### src/rtl/serial_subtractor_if.sv
`default_nettype none
// ============================================================================
// Module   : serial_subtractor_if
// Purpose  : Start/done handshake and operand/result bundle for
//            serial_subtractor.
// Signals  : start, A, B, Bin   requester -> subtractor
//            ready, done        subtractor -> requester (handshake)
//            Diff, Bout,
//            Overflow           subtractor -> requester (results)
// Modports : master (requester side), slave (subtractor side)
// Revision : 1.0 - initial release
// ============================================================================
interface serial_subtractor_if #(
  parameter int WIDTH = 32
);
  logic             start;
  logic [WIDTH-1:0] A;
  logic [WIDTH-1:0] B;
  logic             Bin;
  logic             ready;
  logic             done;
  logic [WIDTH-1:0] Diff;
  logic             Bout;
  logic             Overflow;

  modport master (
    output start, A, B, Bin,
    input  ready, done, Diff, Bout, Overflow
  );

  modport slave (
    input  start, A, B, Bin,
    output ready, done, Diff, Bout, Overflow
  );
endinterface
`default_nettype wire

### src/rtl/serial_subtractor.sv
`default_nettype none
// ============================================================================
// Module   : serial_subtractor
// Purpose  : Digit-serial two's-complement subtractor.
//            Diff = A - B - Bin, one DIGIT-wide slice per clock, least
//            significant digit first, computed as A + ~B + ~Bin.
//            Reports unsigned borrow-out and signed overflow.
// Ports    : clk  - rising-edge clock
//            rst  - asynchronous active-high reset
//            bus  - serial_subtractor_if.slave (start/ready/done handshake,
//                   operands A, B, Bin, results Diff, Bout, Overflow)
// Params   : WIDTH - operand width, multiple of DIGIT
//            DIGIT - bits processed per clock
// Revision : 1.0 - initial release
// ============================================================================
module serial_subtractor #(
  parameter int WIDTH = 32,
  parameter int DIGIT = 4
) (
  input  wire               clk,
  input  wire               rst,
  serial_subtractor_if.slave bus
);

  localparam int c_ndig = WIDTH / DIGIT;
  localparam int c_cw   = (c_ndig > 1) ? $clog2(c_ndig) : 1;
  localparam logic [c_cw-1:0] c_last = c_cw'(c_ndig - 1);

  typedef enum logic [1:0] {
    S_IDLE = 2'd0,
    S_RUN  = 2'd1,
    S_DONE = 2'd2
  } state_t;

  state_t           r_state;
  logic [c_cw-1:0]  r_cnt;
  logic [WIDTH-1:0] r_a;      // minuend, shifted right each digit
  logic [WIDTH-1:0] r_nb;     // inverted subtrahend, shifted right each digit
  logic             r_carry;  // inter-digit carry
  logic [WIDTH-1:0] r_diff;   // doubles as the result shift register
  logic             r_bout;
  logic             r_ovf;
  logic             r_ready;
  logic             r_done;

  logic [DIGIT:0]   w_sum;
  logic             w_cmsb;
  logic [WIDTH-1:0] w_diff_next;

  // One digit of A + ~B + carry; bit DIGIT is the digit carry-out.
  assign w_sum = {1'b0, r_a[DIGIT-1:0]} + {1'b0, r_nb[DIGIT-1:0]}
               + {{DIGIT{1'b0}}, r_carry};

  // Carry into the digit's top bit recovered from its sum bit: s = a ^ b ^ c.
  assign w_cmsb = w_sum[DIGIT-1] ^ r_a[DIGIT-1] ^ r_nb[DIGIT-1];

  // New sum digit enters at the top so after NDIG digits it sits aligned.
  generate
    if (WIDTH > DIGIT) begin : g_diff_shift
      assign w_diff_next = {w_sum[DIGIT-1:0], r_diff[WIDTH-1:DIGIT]};
    end else begin : g_diff_single
      assign w_diff_next = w_sum[DIGIT-1:0];
    end
  endgenerate

  always_ff @(posedge clk or posedge rst) begin
    if (rst) begin
      r_state <= S_IDLE;
      r_cnt   <= '0;
      r_a     <= '0;
      r_nb    <= '0;
      r_carry <= 1'b0;
      r_diff  <= '0;
      r_bout  <= 1'b0;
      r_ovf   <= 1'b0;
      r_ready <= 1'b1;
      r_done  <= 1'b0;
    end else begin
      case (r_state)
        S_IDLE: begin
          if (bus.start) begin
            r_a     <= bus.A;
            r_nb    <= ~bus.B;
            r_carry <= ~bus.Bin;
            r_cnt   <= '0;
            r_ready <= 1'b0;
            r_state <= S_RUN;
          end
        end

        S_RUN: begin
          r_a     <= r_a >> DIGIT;
          r_nb    <= r_nb >> DIGIT;
          r_carry <= w_sum[DIGIT];
          r_diff  <= w_diff_next;
          r_cnt   <= r_cnt + c_cw'(1);
          if (r_cnt == c_last) begin
            // A set carry-out means no borrow.
            r_bout  <= ~w_sum[DIGIT];
            r_ovf   <= w_cmsb ^ w_sum[DIGIT];
            r_done  <= 1'b1;
            r_state <= S_DONE;
          end
        end

        S_DONE: begin
          r_done  <= 1'b0;
          r_ready <= 1'b1;
          r_state <= S_IDLE;
        end

        default: begin
          r_done  <= 1'b0;
          r_ready <= 1'b1;
          r_state <= S_IDLE;
        end
      endcase
    end
  end

  assign bus.ready    = r_ready;
  assign bus.done     = r_done;
  assign bus.Diff     = r_diff;
  assign bus.Bout     = r_bout;
  assign bus.Overflow = r_ovf;

endmodule
`default_nettype wire

### src/flat_wrapper.sv
// flat-port wrapper written by rule: the top's interface ports become plain ports
module serial_subtractor_flat 
#(
  parameter int WIDTH = 32,
  parameter int DIGIT = 4
)
  (clk, rst, bus_start, bus_A, bus_B, bus_Bin, bus_ready, bus_done, bus_Diff, bus_Bout, bus_Overflow);
  serial_subtractor_if #(.WIDTH(WIDTH)) bus_i ();
  input  wire clk;
  input  wire rst;
  input wire logic [$bits(bus_i.start)-1:0] bus_start;
  input wire logic [$bits(bus_i.A)-1:0] bus_A;
  input wire logic [$bits(bus_i.B)-1:0] bus_B;
  input wire logic [$bits(bus_i.Bin)-1:0] bus_Bin;
  output wire logic [$bits(bus_i.ready)-1:0] bus_ready;
  output wire logic [$bits(bus_i.done)-1:0] bus_done;
  output wire logic [$bits(bus_i.Diff)-1:0] bus_Diff;
  output wire logic [$bits(bus_i.Bout)-1:0] bus_Bout;
  output wire logic [$bits(bus_i.Overflow)-1:0] bus_Overflow;
  assign bus_i.start = bus_start;
  assign bus_i.A = bus_A;
  assign bus_i.B = bus_B;
  assign bus_i.Bin = bus_Bin;
  assign bus_ready = bus_i.ready;
  assign bus_done = bus_i.done;
  assign bus_Diff = bus_i.Diff;
  assign bus_Bout = bus_i.Bout;
  assign bus_Overflow = bus_i.Overflow;
  serial_subtractor #(.WIDTH(WIDTH), .DIGIT(DIGIT)) u_core (.clk(clk), .rst(rst), .bus(bus_i));
endmodule
### config.mk
export PLATFORM = sky130hd
export DESIGN_NAME = serial_subtractor_flat
export DESIGN_NICKNAME = d
export VERILOG_FILES = /design/src/rtl/serial_subtractor_if.sv /design/src/rtl/serial_subtractor.sv /design/src/flat_wrapper.sv
export SDC_FILE = /design/constraint.sdc
export NUM_CORES = 1
export LEC_CHECK = 0
export CELL_PAD_IN_SITES_DETAIL_PLACEMENT = 1
export CELL_PAD_IN_SITES_GLOBAL_PLACEMENT = 1
export CORE_MARGIN = 5
export CORE_UTILIZATION = 53
export DETAILED_ROUTE_END_ITERATION = 8
export DONT_BUFFER_PORTS = 1
export GPL_ROUTABILITY_DRIVEN = 0
export PLACE_DENSITY = 0.88
export REMOVE_ABC_BUFFERS = 1
export SYNTH_ARGS = -nofsm -noshare
export SYNTH_HDL_FRONTEND = slang
export SYNTH_SLANG_ARGS = --single-unit
### constraint.sdc
create_clock -name clk -period 7.6 [get_ports clk]
set_input_delay 0.76 -clock clk [delete_from_list [all_inputs] [get_ports clk]]
set_output_delay 0.76 -clock clk [all_outputs]
set_load 0.1 [all_outputs]
After elaboration in Yosys (flattened, before gate mapping)

Index checks and enable logic that the tools add are counted.

Add/sub/neg operators: 3
$mul: 0
Div/mod/pow operators: 0
Order comparisons: 0
Equality and inequality tests: 4
Shifts and indexed selects: 0
Muxes and demuxes: 15
Bitwise operators: 8
Reductions and logical operators: 7

Operators with widths:

| kind                | count |
|---|---|
| $pmux 32 s2         | 2 |
| $mux 32             | 2 |
| $not 32->32         | 1 |
| $reduce_and 2->1    | 5 |
| $pmux 1 s2          | 3 |
| $pmux 3 s2          | 1 |
| $add 4x4->5         | 1 |
| $add 5x1->5         | 1 |
| $mux 2              | 2 |
| $not 1->1           | 4 |
| $pmux 2 s2          | 1 |
| $add 3x1->3 const B | 1 |
| $eq 3x3->1 const B  | 1 |
| $mux 1              | 3 |
| $mux 3              | 1 |
| $xor 1x1->1         | 3 |
| $eq 2x1->1 const B  | 1 |
| $logic_not 2->1     | 1 |
| $ne 2x1->1 const B  | 1 |
| $ne 2x2->1 const B  | 1 |
| $reduce_bool 2->1   | 1 |

Register bits: 106
Bits in latches: 0
Memory bits (writable): 0
ROM bits: 0
Output and inout port bits: 36
Logic and storage cells: 47
Memories kept: 0

Longest topological paths before layout

Gate-level depths: netlist of run 1.

Depth in word-level cells: 5
Gate-level depth with buffers: 7
Gate-level depth less buffers: 6

Worst setup path before layout of run 1

No wires, ideal clock.

Path type: register to register
From: register u_core.r_carry
To: register u_core.r_ovf (netlist: u_core.bus.Overflow)
Arrival time: 1.795 ns
Data required time: 7.505 ns
Path slack: 5.709 ns
Cell stages (with the launch flop): 7
Path buffers: 0
Clock period less this slack: 1.891 ns
Path through: dfrtp_1 > fa_1 > fa_1 > nand3_1 > a21oi_1 > o211a_1 > o31ai_1

Cells in the longest elaborated chain, start to end: 4

Ends and longest elaborated chain:

| what                     | RTL line                 | source |
|---|---|---|
| start, declared          | serial_subtractor.sv:39  | `logic r_carry;` |
| start signal, assigned   | serial_subtractor.sv:84  | `r_carry <= ~bus.Bin;` |
| start signal, assigned   | serial_subtractor.sv:94  | `r_carry <= w_sum[DIGIT];` |
| $add 5x1->5 *            | serial_subtractor.sv:52  | `+ {{DIGIT{1'b0}}, r_carry};` |
| $xor 1x1->1 (2 in a row) | serial_subtractor.sv:55  | `assign w_cmsb = w_sum[DIGIT-1] ^ r_a[DIGIT-1] ^ r_nb[DIGIT-1];` |
| $xor 1x1->1 *            | serial_subtractor.sv:100 | `r_ovf <= w_cmsb ^ w_sum[DIGIT];` |
| end signal, assigned     | serial_subtractor.sv:100 |  |
| end, declared            | serial_subtractor.sv:42  | `logic r_ovf;` |

Every way passes the cells marked *; elsewhere a longest branch is shown, timed or not.
A chain may end at the register's enable or synchronous reset.

Worst setup path after layout of run 1

From: register u_core.r_state[0]
To: register u_core.r_nb[9]

Cells in the longest elaborated chain, start to end: 3
Elaborated cells on any way between the ends: 6

Ends and longest elaborated chain:

| what                                                                    | RTL line                 | source |
|---|---|---|
| start, declared                                                         | serial_subtractor.sv:35  | `state_t r_state;` |
| start signal, assigned                                                  | serial_subtractor.sv:68  | `r_state <= S_IDLE;` |
| start signal, assigned                                                  | serial_subtractor.sv:87  | `r_state <= S_RUN;` |
| start signal, assigned                                                  | serial_subtractor.sv:102 | `r_state <= S_DONE;` |
| $eq 2x1->1 / $logic_not 2->1 (equally long branches)                    | serial_subtractor.sv:79  | `case (r_state)` |
| $reduce_bool 2->1 (no source line) / $ne 2x2->1 (equally long branches) | --                       |  |
| $reduce_and 2->1 (no source line)                                       | --                       |  |
| end signal, assigned                                                    | serial_subtractor.sv:83  | `r_nb <= ~bus.B;` |
| end signal, assigned                                                    | serial_subtractor.sv:93  | `r_nb <= r_nb >> DIGIT;` |
| end, declared                                                           | serial_subtractor.sv:38  | `logic [WIDTH-1:0] r_nb;` |

Several ways; a longest one is shown, not always the timed one.

==> results of run 1 <==
kinds of logic (layout without fill, tap and decap cells):
family,count (synthesis),after routing,synth area share [%]
compound gates,110,110,12.88
xor+xnor,2,2,0.3764
fa+ha+maj,7,7,2.204
buf+inv,33,25,4.570
flops,106,106,57.02
mux,59,59,13.84
simple gates,105,105,9.113
synthesized netlist by cell type (2+ instances only):
| cell type | n | share of area (%) |
|---|---|---|
| dfrtp_1 | 105 | 56 |
| nand2_1 | 64 | 5.2 |
| o21ai_0 | 36 | 3.9 |
| a21oi_1 | 34 | 3.7 |
| nor2_1 | 31 | 2.5 |
| mux2i_1 | 28 | 6.0 |
| mux2_2 | 27 | 6.5 |
| o21ai_1 | 27 | 2.9 |
| buf_2 | 11 | 1.2 |
| clkbuf_1 | 11 | 0.89 |
| a22o_1 | 6 | 1.1 |
| ha_1 | 5 | 1.3 |
| inv_1 | 4 | 0.32 |
| mux2_4 | 4 | 1.3 |
| buf_12 | 3 | 1.3 |
| a21o_1 | 2 | 0.32 |
| and3_1 | 2 | 0.27 |
| buf_6 | 2 | 0.48 |
| fa_1 | 2 | 0.86 |
| nand3_1 | 2 | 0.22 |
| or3_1 | 2 | 0.27 |
cell usage in the layout (no fill, tap or decap), types with 2 or more instances in the layout:
| cell | synthesis | final |
|---|---|---|
| buf_4 | 0 | 5 |
| a22o_1 | 6 | 6 |
| inv_1 | 4 | 3 |
| nand2_1 | 64 | 64 |
| o21ai_0 | 36 | 36 |
| mux2_2 | 27 | 27 |
| fa_1 | 2 | 2 |
| and3_1 | 2 | 2 |
| nor2_1 | 31 | 31 |
| mux2_4 | 4 | 4 |
| inv_6 | 0 | 3 |
| or3_1 | 2 | 2 |
| clkbuf_8 | 0 | 10 |
| dfrtp_1 | 105 | 105 |
| a21o_1 | 2 | 2 |
| ha_1 | 5 | 5 |
| nand3_1 | 2 | 2 |
| mux2i_1 | 28 | 28 |
| o21ai_1 | 27 | 27 |
| a21oi_1 | 34 | 34 |
per-stage QoR:
stage	hold slack, ns	instances	worst slack [ns]
final	0.2419	522	5.228
after floorplan	0.4502	393	4.053
after global placement	0.4620	506	5.191
after global routing	0.2576	522	4.984
after CTS	0.2462	522	5.211
after detailed placement	0.4706	506	5.123
registers in the layout (all words and copies together), names as in the netlist, 2 cells and up:
signal / cells
u_core.bus.Diff: 32
u_core.r_a: 32
u_core.r_nb: 32
u_core.r_cnt: 3
u_core.r_state: 2
worst min path at each step:
| stage | cells past startpoint | slack, ns | end | start |
|---|---|---|---|---|
| 3_3_place_gp | 2 | 0.46 | u_core.r_nb[25] | u_core.r_nb[25] |
| 6_report | 1 | 0.24 | u_core.bus.Diff[2] | rst |
| 5_1_grt | 1 | 0.26 | u_core.bus.Diff[2] | rst |
| 2_1_floorplan | 2 | 0.45 | u_core.r_nb[10] | u_core.r_nb[10] |
| 3_5_place_dp | 2 | 0.47 | u_core.r_nb[22] | u_core.r_nb[22] |
| 4_1_cts | 1 | 0.25 | u_core.bus.Diff[10] | rst |
per-layer routing:
layer  track usage, %  part of all wire (%)
met1            22.40                    42
met2            29.78                    50
met3            6.095                   7.0
met4            4.163                   1.0
met5                0                     0
area by class of cell:
cell class	instances	share of cell area, %
sequential	106	55.01
timing repair buffer	5	0.7780
clock inverter	6	0.9855
inverter	4	0.3631
clock buffer	10	2.853
tap	108	2.801
multi-input combinational	283	37.21
==> results.md, run 1 <==
* Post-layout net count at 484
* Largest net degree at the start of global routing at 78
* Crit path top cell by count: buf_4
* Slew margin rel. at 30.02%
* Worst Path Arrival at 2.64 ns
* Ys flop type: dfrtp_1
* RSZ-0062 raised after global routing: false
* Peak Freq at 421.6 MHz
* CTS Sinks at 106
* PostCTS Resize Cnt at 0
* Startpoint types: flop
* Vias per cell at around 5.7
* Die area at 0.01076 mm^2
* Clk buf depth at 2
* Syn Inst Count at 422
* Buf+Inv Stages, Crit Path at 2
* Reg-to-reg endpoint: u_core.r_nb[9]
* Final Util at a little under three fifths
* Vias in the first global route at about 3200
* WL/cell at 18.15 um
* Clock Pin Slew Worst Setup and Hold Paths at 0.11 ns
* Synth async-reset ratio at 100.0%
* Crit. path cell count at 5
* CTS Hold Bufs at 0
* Die span in x at around 100 um
* H-tree depth at 3
* Initial core utilization at 53.90%
* Root Buffer: clkbuf_8
* Fin crit period at ~2.4 ns
* Skew-Pair Late Insertion Delay at 0.36 ns
* CTS tree: done
* Slowest CP cell: o21bai_4
* Die Y at 103.7 um
* Area growth from synthesis to layout at 3.656%
* Worst setup path end: u_core.r_nb[9]
* Share of layout cells above drive strength 1 at a little over an eighth
* Syn avg cell area at between 10 and 15 um^2
* Setup skew after layout at 0.01410 ns
* Synth Cell Area at 0.004654 mm^2
* Area of the multi-input gates at about 0.0018 mm^2
* Final Slew Violations at 0
* Number of buffers added on ports at 0
* Setup bufs post-CTS at 0
* Via Count at approximately 3000
* First-pass GRT wire length at 16100 um
* Post-Layout Inst Area at 0.004825 mm^2
* FF-to-FF Start: u_core.r_state[0]
* R2R depth at 5
* Delay-heaviest family, CP: compound AO/OA/AOI/OAI gates
* Post-route DRC violation count at 0
* Number of flops mapped to enable cells by yosys at 0
* Status: finished, final reports clean
* Worst path max stage delay at 0.83 ns
* Critical Path Start: u_core.r_state[0]
* Final setup fails at 0
* Core Area at 0.008636 mm^2
* Final hold violation count at 0
* Setup TNS at 0 ns
* Crit path capture type: flop
* Antenna violations before repair at 0
* Dpl hpwl at 6453 um
* Sequential cell area at 0.002654 mm^2
* Placed inst area at ~0.0046 mm^2
* Register bit total from synthesis at 106
* Period utilization at 31.21%
* Initial DRC Count at 79
* Crit path kind: reg -> reg
* Top Ports at 104
* GRT Total Usage at 17.83%
* Global route overflow at 0
* Critical Path RT at ~8 ns
* # fillers at 937
* Tightest Hold Check Type: in -> async
* Seq/Total Area, Yosys at 57.02%
* Max Cap Violations at 0
* Yosys cell types at 35
* Reg2reg setup slack at 5.23 ns
* CP max FO at 50
* Final ANT Viol Nets at 0
* Total CTS buffers at 9
* Std cell rows at 34
* Crit-path cells: buf_4 -> o21bai_4 -> buf_4 -> nand2_1 -> o21ai_0
* Synth warnings at 0
* ANT cells at 0
* Worst-margin pin slew at 1.050 ns
* Post-Route WL at approximately 9500 um
* First-pass iteration count of the detailed router at 4
Power of run 1 is left out: the tool's default activity adds up to more than one toggle a clock period on the data nets, which glitch-free logic cannot reach.
==> run 2: changes to the inputs <==
--- a/config.mk
+++ b/config.mk
@@ -8,11 +8,11 @@
 export CELL_PAD_IN_SITES_DETAIL_PLACEMENT = 1
 export CELL_PAD_IN_SITES_GLOBAL_PLACEMENT = 1
 export CORE_MARGIN = 5
-export CORE_UTILIZATION = 53
+export CORE_UTILIZATION = 49
 export DETAILED_ROUTE_END_ITERATION = 8
 export DONT_BUFFER_PORTS = 1
 export GPL_ROUTABILITY_DRIVEN = 0
-export PLACE_DENSITY = 0.88
+export PLACE_DENSITY = 0.83
 export REMOVE_ABC_BUFFERS = 1
 export SYNTH_ARGS = -nofsm -noshare
 export SYNTH_HDL_FRONTEND = slang
==> constraint.sdc (replaced) <==
create_clock -name clk -period 2.21 [get_ports clk]
set_input_delay 0.221 -clock clk [delete_from_list [all_inputs] [get_ports clk]]
set_output_delay 0.221 -clock clk [all_outputs]
set_load 0.1 [all_outputs]
==> run 2 against run 1 <==
  * Final cell count increased by 7.3%
  * Critical path depth increased by 1
  * Die area increased by 7.4%
  * Setup slack got worse by 5.1 ns
  * Clock skew decreased by 0.0028 ns
  * Count of clock-buffer cells in the layout decreased by 1
  * Register-to-register slack got worse by 5.1 ns
  * Critical endpoint is now u_core.bus.Overflow
  * Largest cell class unchanged
  * Highest routed layer unchanged
==> results.md, run 2 (synthesized netlist as in run 1, its figures left out) <==
* Share of layout cells above drive strength 1 at 15.31% (+1.8 points)
* Worst path max stage delay at 0.47 ns (-0.36 ns)
* First-pass GRT wire length at 16820 um (+4.4%)
* Min-Delay Endpoint: u_core.r_a[9]
* Via Count at 3006 (+0.77%)
* Total CTS buffers at 9 (unchanged)
* WL/cell at 17.74 um (-2.3%)
* Commonest cells after routing, fill and taps aside: dfrtp_1 (105), nand2_1 (64), o21ai_0 (36)
* # fillers at 1000 (+6.7%)
* Startpoint types: flop
* CP max FO at 3 (-94%)
* Core Area at 0.009240 mm^2 (+7.0%)
* WHS Path Cells at 2
* Placed cells at 534 (+5.5%)
* Dpl hpwl at 6914 um (+7.1%)
* Buf+Inv Stages, Crit Path at 0 (-2)
* Vias per cell at 5.368 (-6.1%)
* ANT cells at 0 (unchanged)
* Crit path capture type: flop
* Fin crit period at 2.053 ns (-0.3188 ns)
* Area growth from synthesis to layout at 9.193%
* Status: finished, final reports clean
* Setup skew after layout at 0.01129 ns (-0.002805 ns)
* R2R depth at 6 (+1)
* Clk buf depth at 2 (unchanged)
* Critical Path RT at 2.48 ns (-5.39 ns)
* Std cell rows at 35 (+2.9%)
* Global route overflow at 0 (unchanged)
* Finished Layout Cells at 560 (+7.3%)
* Period utilization at 92.91% (+62 points)
* Post-route DRC violation count at 0 (unchanged)
* Reg2reg setup slack at 0.16 ns (-5.07 ns)
* Crit path kind: reg -> reg
* H-tree depth at 3 (unchanged)
* Worst hold start: bus_A[9]
* Delay-heaviest family, CP: adder cells
* Die Y at 107.5 um (+3.6%)
* Tightest Hold Check Type: in -> reg
* Post-Layout Inst Area at 0.005082 mm^2 (+5.3%)
* Slowest CP cell: fa_1
* Die area at 0.01155 mm^2 (+7.4%)
* Post-Route WL at 9937 um (+4.9%)
* CTS tree: done
* Most common cell after layout, fill and taps aside: dfrtp_1
* Final Util at 55.00% (-0.86 points)
* GRT Total Usage at 18.51% (+0.68 points)
* Skew-Pair Late Insertion Delay at 0.37 ns (about the same)
* Final hold violation count at 0 (unchanged)
* First-pass iteration count of the detailed router at 4 (unchanged)
* Reg-to-reg endpoint: u_core.bus.Overflow
* Number of buffers added on ports at 0 (unchanged)
* Worst Path Arrival at 2.32 ns (-0.32 ns)
* Critical Path Start: u_core.r_carry
* Initial DRC Count at 127 (+61%)
* RSZ-0062 raised after global routing: false
* Placed inst area at 0.004768 mm^2 (+2.8%)
* Final setup fails at 0 (unchanged)
* Worst-margin pin slew at 0.9618 ns (-0.08790 ns)
* Peak Freq at 487.0 MHz (+16%)
* Vias in the first global route at 3365 (+4.6%)
* Top Ports at 104 (unchanged)
* Max Cap Violations at 0 (unchanged)
* Post-layout net count at 501 (+3.5%)
* Die span in x at 107.5 um (+3.6%)
* Clock Pin Slew Worst Setup and Hold Paths at 0.11 ns (about the same)
* Initial core utilization at 50.37% (-3.5 points)
* Slew margin rel. at 35.88% (+5.9 points)
* Root Buffer: clkbuf_8
* Largest net degree at the start of global routing at 78 (unchanged)
* FF-to-FF Start: u_core.r_carry
* Final ANT Viol Nets at 0 (unchanged)
* CTS Sinks at 106 (unchanged)
* Antenna violations before repair at 0 (unchanged)
* Final Slew Violations at 0 (unchanged)
* Crit-path cells: fa_1 -> fa_2 -> nand3_1 -> a21oi_1 -> o211a_1 -> o31ai_1
==> run 2: changes by cell type in the layout (fill, tap and decap cells not counted), moves of 2 or more <==
| cell | before | now |
|---|---|---|
| buf_4 | 5 | 9 |
| buf_12 | 0 | 4 |
| clkinv_4 | 1 | 3 |
| dlygate4sd3_1 | 0 | 9 |
==> run 2: area by class of cell <==
class                      instances  area (um^2)  area share [%]
clock inverter                     7        85.08           1.674
multi-input combinational        283         1803           35.48
timing repair buffer              22        237.7           4.678
tap                              129        161.4           3.176
sequential                       106         2654           52.22
inverter                           4        17.52          0.3447
clock buffer                       9        123.9           2.437
==> run 2: what timing repair did <==
| item | in CTS | in global routing |
|---|---|---|
| buffers inserted | 0 | 1 |
| gates resized for setup | 0 | 2 |
| hold buffers | 9 | 0 |
| setup endpoints to repair | 0 | 1 |
| hold endpoints to repair | 37 | 0 |
==> run 2: worst max-delay path by stage <==
stage,to,cells after the start
floorplan,u_core.r_a[0],2
global placement,u_core.bus.Overflow,6
detailed placement,u_core.bus.Overflow,6
CTS,u_core.bus.Overflow,6
global route,u_core.bus.Overflow,6
finish,u_core.bus.Overflow,6
==> run 2: per-stage QoR <==
step | worst slack, ns | setup TNS [ns] | hold slack [ns]
after floorplan | -0.8491 | -149.51 | 0.3293
after global placement | 0.2482 | 0 | 0.1057
after detailed placement | 0.1111 | 0 | 0.1192
after CTS | 0.09023 | 0 | 0.01002
after global routing | 0.01525 | 0 | 0.005937
final | 0.1567 | 0 | 0.02476
==> run 2: metal layers <==
metal	wire length [um]	global-route usage (%)	up-vias
met5	0	0	-
met4	145	6.041	0
met3	642	5.459	10
met2	5003	31.37	71
met1	4145	22.71	1476
li1	-	-	1449
==> run 2: worst register-to-register path: stages (launching register included) <==
cell,delay [ns]
dfrtp_1,0.41
fa_1,0.47
fa_2,0.37
nand3_1,0.13
a21oi_1,0.13
o211a_1,0.24
o31ai_1,0.21
Power of run 2 is left out for the same reason.
